### config.mk
export PLATFORM = sky130hd
export DESIGN_NAME = ccr_shadow_stack_flat
export DESIGN_NICKNAME = d
export VERILOG_FILES = /design/src/rtl/ccr_shadow_stack_if.sv /design/src/rtl/ccr_shadow_stack.sv /design/src/flat_wrapper.sv
export SDC_FILE = /design/constraint.sdc
export NUM_CORES = 1
export LEC_CHECK = 0
export ABC_AREA = 1
export BUFFER_PORTS_ARGS = -buffer_cell sky130_fd_sc_hd__buf_2
export CORE_MARGIN = 2
export CORE_UTILIZATION = 45
export DETAILED_ROUTE_END_ITERATION = 8
export GPL_ROUTABILITY_DRIVEN = 0
export PLACE_DENSITY_LB_ADDON = 0.25
export SLEW_MARGIN = 20
export SYNTH_ARGS = -nofsm -noshare
export SYNTH_HDL_FRONTEND = slang
export SYNTH_SLANG_ARGS = --single-unit
### constraint.sdc
create_clock -name clk -period 2.83 [get_ports clk]
set_clock_uncertainty 0.05 [all_clocks]
set_input_delay 0.1415 -clock clk [delete_from_list [all_inputs] [get_ports clk]]
set_output_delay 0.1415 -clock clk [all_outputs]
set_load 0.01 [all_outputs]
### src/rtl/ccr_shadow_stack_if.sv
// Interface bundling the condition-code shadow stack's control and status
// signals. The stack itself uses the slave modport; the CPU side (or a
// bench) uses the master modport.
//
// Handshake: int_ack, rti_exec and err_clr are single-cycle strobes that are
// sampled on the rising clk edge. They have no ready signal; every request is
// accepted or flagged as an error in the same cycle.
// load_from_stack is a one-cycle valid, and stack_flags_out is meaningful
// while it is high. The consumer (the CCR) is always ready.
//
// fsm_state reports the restore FSM state: 0 means IDLE, 1 means RESTORE.
// parity_err is present only when CCR_SHADOW_PARITY_EN is defined.
interface ccr_shadow_stack_if #(
  parameter int DEPTH  = 4,
  parameter int FLAG_W = 4
);
  localparam int DW = $clog2(DEPTH) + 1;

  logic [FLAG_W-1:0] ccr_in;
  logic              int_ack;
  logic              rti_exec;
  logic              err_clr;
  logic              load_from_stack;
  logic [FLAG_W-1:0] stack_flags_out;
  logic [DW-1:0]     depth;
  logic              full;
  logic              empty;
  logic              overflow_err;
  logic              underflow_err;
  logic              fsm_state;
`ifdef CCR_SHADOW_PARITY_EN
  logic              parity_err;
`endif

  modport slave (
    input  ccr_in, int_ack, rti_exec, err_clr,
    output load_from_stack, stack_flags_out, depth, full, empty,
           overflow_err, underflow_err, fsm_state
`ifdef CCR_SHADOW_PARITY_EN
    , output parity_err
`endif
  );

  modport master (
    output ccr_in, int_ack, rti_exec, err_clr,
    input  load_from_stack, stack_flags_out, depth, full, empty,
           overflow_err, underflow_err, fsm_state
`ifdef CCR_SHADOW_PARITY_EN
    , input parity_err
`endif
  );
endinterface

### src/rtl/ccr_shadow_stack.sv
// Shadow stack for the condition-code flags {V,C,N,Z}.
// - An interrupt entry (int_ack) pushes ccr_in.
// - An RTI (rti_exec) pops the top entry and pulses load_from_stack one cycle
//   later, with the restored flags on stack_flags_out.
// - When int_ack and rti_exec arrive together (a tail-chain), the stack and
//   depth are left untouched.
// Optional feature: define CCR_SHADOW_PARITY_EN to store an even-parity bit
// with each entry. A pop whose entry fails the parity check sets parity_err
// and restores zero flags.
module ccr_shadow_stack #(
  parameter int DEPTH  = 4,
  parameter int FLAG_W = 4
) (
  input  logic clk,
  input  logic rst_n,
  ccr_shadow_stack_if.slave bus
);
  localparam int DW = $clog2(DEPTH) + 1;
  localparam int AW = $clog2(DEPTH);
`ifdef CCR_SHADOW_PARITY_EN
  localparam int ENTRY_W = FLAG_W + 1;
`else
  localparam int ENTRY_W = FLAG_W;
`endif
  localparam logic [DW-1:0] DEPTH_V = DW'(DEPTH);
  localparam logic [DW-1:0] DW_ONE  = DW'(1);
  localparam logic [AW-1:0] AW_ONE  = AW'(1);

  typedef enum logic {IDLE = 1'b0, RESTORE = 1'b1} state_t;

  state_t             state_q, state_d;
  logic [DW-1:0]      depth_q, depth_d;
  logic [FLAG_W-1:0]  flags_q, flags_d;
  logic               ovf_q, ovf_d;
  logic               unf_q, unf_d;
  logic [ENTRY_W-1:0] mem_q [DEPTH];

  logic               full, empty;
  logic               push_req, pop_req, tail_req;
  logic               do_push, do_pop;
  logic [AW-1:0]      wr_idx, rd_idx;
  logic [ENTRY_W-1:0] wr_entry, rd_entry;
`ifdef CCR_SHADOW_PARITY_EN
  logic               par_q, par_d;
  logic               par_bad;
`endif

  assign full     = (depth_q == DEPTH_V);
  assign empty    = (depth_q == '0);
  // A simultaneous push and pop is a tail-chain. It moves no data.
  assign push_req = bus.int_ack & ~bus.rti_exec;
  assign pop_req  = bus.rti_exec & ~bus.int_ack;
  assign tail_req = bus.int_ack & bus.rti_exec;
  assign do_push  = push_req & ~full;
  assign do_pop   = pop_req & ~empty;
  // When full, only the low bits are zero, so subtracting one wraps to DEPTH-1.
  assign wr_idx   = depth_q[AW-1:0];
  assign rd_idx   = depth_q[AW-1:0] - AW_ONE;
  assign rd_entry = mem_q[rd_idx];
`ifdef CCR_SHADOW_PARITY_EN
  assign wr_entry = {^bus.ccr_in, bus.ccr_in};
  assign par_bad  = ^rd_entry;
`else
  assign wr_entry = bus.ccr_in;
`endif

  // Next-state logic: depth, restored flags, sticky errors and restore FSM.
  always_comb begin
    state_d = IDLE;
    depth_d = depth_q;
    flags_d = flags_q;
    ovf_d   = bus.err_clr ? 1'b0 : ovf_q;
    unf_d   = bus.err_clr ? 1'b0 : unf_q;
`ifdef CCR_SHADOW_PARITY_EN
    par_d   = bus.err_clr ? 1'b0 : par_q;
`endif
    if (do_push) begin
      depth_d = depth_q + DW_ONE;
    end
    if (push_req && full) begin
      ovf_d = 1'b1;
    end
    if ((pop_req || tail_req) && empty) begin
      unf_d = 1'b1;
    end
    if (do_pop) begin
      depth_d = depth_q - DW_ONE;
      state_d = RESTORE;
`ifdef CCR_SHADOW_PARITY_EN
      if (par_bad) begin
        flags_d = '0;
        par_d   = 1'b1;
      end else begin
        flags_d = rd_entry[FLAG_W-1:0];
      end
`else
      flags_d = rd_entry;
`endif
    end
  end

  // State registers with asynchronous reset.
  always_ff @(posedge clk or negedge rst_n) begin
    if (!rst_n) begin
      state_q <= IDLE;
      depth_q <= '0;
      flags_q <= '0;
      ovf_q   <= 1'b0;
      unf_q   <= 1'b0;
`ifdef CCR_SHADOW_PARITY_EN
      par_q   <= 1'b0;
`endif
    end else begin
      state_q <= state_d;
      depth_q <= depth_d;
      flags_q <= flags_d;
      ovf_q   <= ovf_d;
      unf_q   <= unf_d;
`ifdef CCR_SHADOW_PARITY_EN
      par_q   <= par_d;
`endif
    end
  end

  // Entry storage. It is not reset because its contents are gated by depth.
  always_ff @(posedge clk) begin
    if (do_push) begin
      mem_q[wr_idx] <= wr_entry;
    end
  end

  assign bus.load_from_stack = (state_q == RESTORE);
  assign bus.stack_flags_out = flags_q;
  assign bus.depth           = depth_q;
  assign bus.full            = full;
  assign bus.empty           = empty;
  assign bus.overflow_err    = ovf_q;
  assign bus.underflow_err   = unf_q;
  assign bus.fsm_state       = state_q;
`ifdef CCR_SHADOW_PARITY_EN
  assign bus.parity_err      = par_q;
`endif
endmodule
### src/flat_wrapper.sv
// flat-port wrapper written by rule: the top's interface ports become plain ports
module ccr_shadow_stack_flat 
#(
  parameter int DEPTH  = 4,
  parameter int FLAG_W = 4
)
  (clk, rst_n, bus_ccr_in, bus_int_ack, bus_rti_exec, bus_err_clr, bus_load_from_stack, bus_stack_flags_out, bus_depth, bus_full, bus_empty, bus_overflow_err, bus_underflow_err, bus_fsm_state);
  ccr_shadow_stack_if #(.DEPTH(DEPTH), .FLAG_W(FLAG_W)) bus_i ();
  input  logic clk;
  input  logic rst_n;
  input wire logic [$bits(bus_i.ccr_in)-1:0] bus_ccr_in;
  input wire logic [$bits(bus_i.int_ack)-1:0] bus_int_ack;
  input wire logic [$bits(bus_i.rti_exec)-1:0] bus_rti_exec;
  input wire logic [$bits(bus_i.err_clr)-1:0] bus_err_clr;
  output wire logic [$bits(bus_i.load_from_stack)-1:0] bus_load_from_stack;
  output wire logic [$bits(bus_i.stack_flags_out)-1:0] bus_stack_flags_out;
  output wire logic [$bits(bus_i.depth)-1:0] bus_depth;
  output wire logic [$bits(bus_i.full)-1:0] bus_full;
  output wire logic [$bits(bus_i.empty)-1:0] bus_empty;
  output wire logic [$bits(bus_i.overflow_err)-1:0] bus_overflow_err;
  output wire logic [$bits(bus_i.underflow_err)-1:0] bus_underflow_err;
  output wire logic [$bits(bus_i.fsm_state)-1:0] bus_fsm_state;
  assign bus_i.ccr_in = bus_ccr_in;
  assign bus_i.int_ack = bus_int_ack;
  assign bus_i.rti_exec = bus_rti_exec;
  assign bus_i.err_clr = bus_err_clr;
  assign bus_load_from_stack = bus_i.load_from_stack;
  assign bus_stack_flags_out = bus_i.stack_flags_out;
  assign bus_depth = bus_i.depth;
  assign bus_full = bus_i.full;
  assign bus_empty = bus_i.empty;
  assign bus_overflow_err = bus_i.overflow_err;
  assign bus_underflow_err = bus_i.underflow_err;
  assign bus_fsm_state = bus_i.fsm_state;
  ccr_shadow_stack #(.DEPTH(DEPTH), .FLAG_W(FLAG_W)) u_core (.clk(clk), .rst_n(rst_n), .bus(bus_i));
endmodule
; ---- After elaboration in Yosys (flattened, before gate mapping)
; Memories as Yosys holds them, arrays and structs flattened. A register that Yosys moved wholly into a read port is not among the register bits.
; Index checks and enable logic that the tools add are counted.
[word_totals]
register_bits = 6
ramBits = 16
in_bits = 9
output_inout_bits = 13
wordCells = 34
memories = 1
[memory_table]
columns = memory, words, width, read_ports, rd_ports_with_merged_regs, wr, line_no
row1 = u_core.mem_q, 4, 4, 1, 1, 1, ccr_shadow_stack.sv:36  ; logic [ENTRY_W-1:0] mem_q [DEPTH];
[op_classes]
addsub = 3
n_eq_ne = 1
n_mux = 8
n_bitwise = 9
reduce_logical = 8
[ops]
columns = cell, count
row1 = 1-bit two-way mux, 6
row2 = 3-bit two-way mux, 2
row3 = 2-bit nonzero test, 3
row4 = 1-bit AND, 5
row5 = 1-bit NOT, 4
row6 = 3-bit by 1-bit adder with 3-bit output (second input constant), 1
row7 = 3-bit equality test (second input constant), 1
row8 = 3-bit logical NOT, 1
row9 = 3-bit by 1-bit subtractor with 3-bit output (second input constant), 1
row10 = 1-bit logical AND, 2
row11 = 2-bit by 1-bit subtractor with 2-bit output (second input constant), 1
row12 = 1-bit logical NOT, 1
row13 = 1-bit logical OR, 1

; ---- Longest topological paths before layout
[logic_depth]
ltp_word = 5
depth_mapped = 11

; ---- Worst setup path before layout
; OpenSTA, ideal clock, no wires.
[synth_path]
kind = reg2reg
startpoint = register u_core.depth_q[0], in the netlist u_core.bus.depth[0]
endpoint = register u_core.depth_q[2], in the netlist u_core.bus.depth[2]
setup_time_ns = 0.117
arrival_time_ns = 1.739
slack_ns = 0.925
path_stages_with_launch = 11
n_path_buf = 1
period_less_slack_ns = 1.905
cell_sequence = dfrtp_1 -> buf_6 -> inv_2 -> ha_1 -> nand2_2 -> nand2_4 -> fa_1 -> inv_1 -> nand3_1 -> nand3_1 -> nand2_1
[synth_via]
elab_chain_cells = 4
word_cells_on_any_way = 11
[synth_lines]
columns = element, line_no
row1 = from (decl), ccr_shadow_stack.sv:32  ; logic [DW-1:0] depth_q, depth_d;
row2 = from (signal assigned), ccr_shadow_stack.sv:115  ; depth_q <= depth_d;
row3 = branches (longest 4 deep; another with 3-bit by 1-bit adder with 3-bit output), -
; Parallel ways; which one is timed is not known. The select of a mux whose other input is x is not followed.
; A chain may end at the register's enable or synchronous reset.

; ---- Worst setup path in the final report
; Ends and elaborated chain as after synthesis.

==> impl_metrics.py <==
metrics = {
    "cts": {
        "cts_inserted_buffers": 3,
        "cts_max_level": 1,
        "cts-resized-gates": 0,
        "hold_buffers": 6,
        "ctsRootBufferMaster": "clkbuf_4",
        "tritoncts": "done",
        "postCtsSetupBuffers": 0,
        "clkTransAtPathRegs_ps": 150,
        "clockBufferDepth": 2,
        "clk_latency_ps": 330,
        "cts.sinks": 26,
    },
    "route": {
        "first_iter_violations": 18,
        "wl_mm": 2.16,
        "vias": 871,
        "drt_pre_antenna_iters": 4,
        "avgRoutedWirePerCell_um": 11.3,
        "drc": 0,
        "final_antenna_net_count": 0,
        "viasPerCell": 4.56,
    },
    "finish": {
        "final_util_pct": 55.3,
        "area_growth_pct": 19.1,
        "fin_area_um2": 1490,
        "diodes": 0,
        "finalNonFillerCells": 191,
        "final_nets": 175,
        "drive_above_1_share_pct": 21.9,
    },
    "logic_synthesis": {
        "syn_inst": 131,
        "ys.flop_type": "edfxtp_1",
        "syn-cell-area_um2": 1250,
        "synth-edff-count": 16,
        "yosysMostFrequentCell": "nand2_1",
        "synth_common_cells": "nand2_1 (40), inv_1 (29), edfxtp_1 (16)",
        "synth_area_leaders": "edfxtp_1 (39%), dfrtp_1 (20%), nand2_1 (12%)",
        "synth_top_area_share_pct": 38.5,
        "seq_area_frac_synth_pct": 58.6,
        "async_flop_share_pct": 38.5,
        "synth_area_leader_cell": "edfxtp_1",
        "synth_seq_cells": 26,
        "yosysUniqueCellTypes": 18,
        "yosys_warnings": 0,
        "avgSynthCellArea_um2": 9.52,
        "synth_nets": 145,
    },
    "global_route": {
        "grt_pass1_wl_mm": 3.72,
        "grt_usage_pct": 15.8,
        "grt_max_degree": 16,
        "grt-ovfl-total": 0,
        "grt_pass1_vias": 801,
        "antenna_found_initial": 0,
    },
    "die": {
        "start_util_pct": 46.4,
        "dieWidth_um": 56.7,
        "dieArea_um2": 3210,
        "io_pins": 22,
        "rows": 19,
        "die_y_um": 56.7,
        "core-area_um2": 2690,
    },
    "worst_setup_path": {
        "cp-end-kind": "flop",
        "r2r_cells": 9,
        "arrival_ps": 2350,
        "crit_chain": "inv_2, ha_1, nand2_2, nand2_4, fa_1, inv_1, nand3_1, nand3_1, nand2_1",
        "critPathKind": "flop to flop",
        "cp.required_ps": 3030,
        "slowest_stage": "dfrtp_1",
        "r2r_start": "u_core.bus.depth[0]",
        "r2r_slack_ps": 680,
        "max_stage_delay_ps": 610,
        "reg2reg_to": "u_core.bus.depth[2]",
        "cp_max_fo": 13,
        "crit_top_cell": "nand3_1",
        "startpoint_type": "flop",
    },
    "worst_hold_path": {
        "hold_end": "u_core.bus.underflow_err",
        "worstHoldStart": "bus_rti_exec",
        "min_path_cells": 3,
        "hold_class": "primary input to flop",
    },
    "sta": {
        "rsz0062_at_grt": "no",
        "drv_slew": 0,
        "maxSlewHeadroom_pct": 70.1,
        "min_period_ps": 2150,
        "setup_slack_ps": 679,
        "min_period_over_period_pct": 76.0,
        "fmax_ghz": 0.465,
        "finalSetupViolations": 0,
        "worstMarginPinSlew_ps": 447,
        "setup_tns_ps": 0,
        "final_hold_viol_count": 0,
        "fin_hold_ws_ps": 53.1,
    },
    "run": {
        "drv_cap": 0,
    },
    "place": {
        "dpl.hpwl_mm": 1.58,
        "io_buffers": 21,
        "dp_slack_ps": 697,
        "place_inst": 181,
        "place_area_um2": 1370,
    },
    "power": {
        "powerDensity_nw_per_um2": 919,
        "report.power.total_mw": 1.37,
        "p_sw_mw": 0.522,
        "comb_power_share_pct": 40.4,
        "ir_worst_vdd_mv": 0.530,
        "power.share.clock_pct": 18.9,
        "p_int_mw": 0.843,
        "power_switching_share_pct": 38.2,
        "p_leak_nw": 0.775,
        "seqPwrFrac_pct": 40.7,
    },
    "outcome": {
        "outcome": "complete, no violations",
    },
}
power by group through the flow:
stage	logic, mW	registers (mW)	clock network (mW)
floorplan	0.391	0.571	0
global placement	0.552	0.560	0
detailed placement	0.552	0.565	0
CTS	0.562	0.556	0.262
global route	0.643	0.569	0.270
finish	0.552	0.555	0.258
layout make-up:
class | count | area, µm²
Fill cell | 244 | 1200
Clock buffer | 3 | 22.5
Inverter | 32 | 121
Multi-Input combinational cell | 71 | 377
Timing Repair Buffer | 27 | 165
Tap cell | 31 | 38.8
Clock inverter | 1 | 30.0
Sequential cell | 26 | 731
worst max-delay path by stage:
| stage | endpoint | slack [ps] | startpoint | depth (start not counted) |
|---|---|---|---|---|
| 2_1_floorplan | u_core.bus.depth[2] | 920 | u_core.bus.depth[0] | 10 |
| 6_report | u_core.bus.depth[2] | 680 | u_core.bus.depth[0] | 9 |
| 5_1_grt | u_core.bus.depth[2] | 460 | u_core.bus.depth[0] | 10 |
| 4_1_cts | u_core.mem_q[2][0] | 660 | u_core.bus.depth[0] | 5 |
| 3_5_place_dp | u_core.bus.depth[2] | 700 | u_core.bus.depth[0] | 9 |
| 3_3_place_gp | u_core.bus.depth[2] | 760 | u_core.bus.depth[0] | 9 |
routing by layer:
metal	wire [µm]	track usage, %	part of all wire [%]
met5	0	0	0
met4	63	9.18	2.9
met3	83	2.76	3.8
met2	970	23.3	45
met1	1040	21.7	48
worst max-delay path: cells and delay by family, from the launching register on:
family        cells  cell delay, ps
fa+ha+maj         2             680
buf+inv           2             270
flops             1             610
simple gates      5             440
cell usage in the layout (no fill, tap or decap), drive strengths merged:
cell type,instances
clkinv,1
ha,4
dfrtp,10
dlygate4sd3,6
buf,21
nand2,44
edfxtp,16
inv,31
nand3,12
o22ai,1
clkbuf,3
bufinv,1
fa,1
nor2,7
o21ai,2
kinds of logic (layout without fill, tap and decap cells):
kind of cell	count (synthesis)	count (layout)	share of synthesized area [%]
DFF	26	26	58.6
AOI/OAI and AO/OA	3	3	1.60
adders and majority gates	5	5	5.62
and+or+nand+nor	63	63	23.0
buffers and inverters	34	63	11.2
registers in the layout, indices dropped and copies added (netlist names):
signal / flops
u_core.bus.overflow_err: 1
u_core.mem_q: 16
u_core.bus.stack_flags_out: 4
u_core.bus.depth: 3
u_core.bus.fsm_state: 1
u_core.bus.underflow_err: 1
No activity file was read; power rests on OpenSTA's default activity.
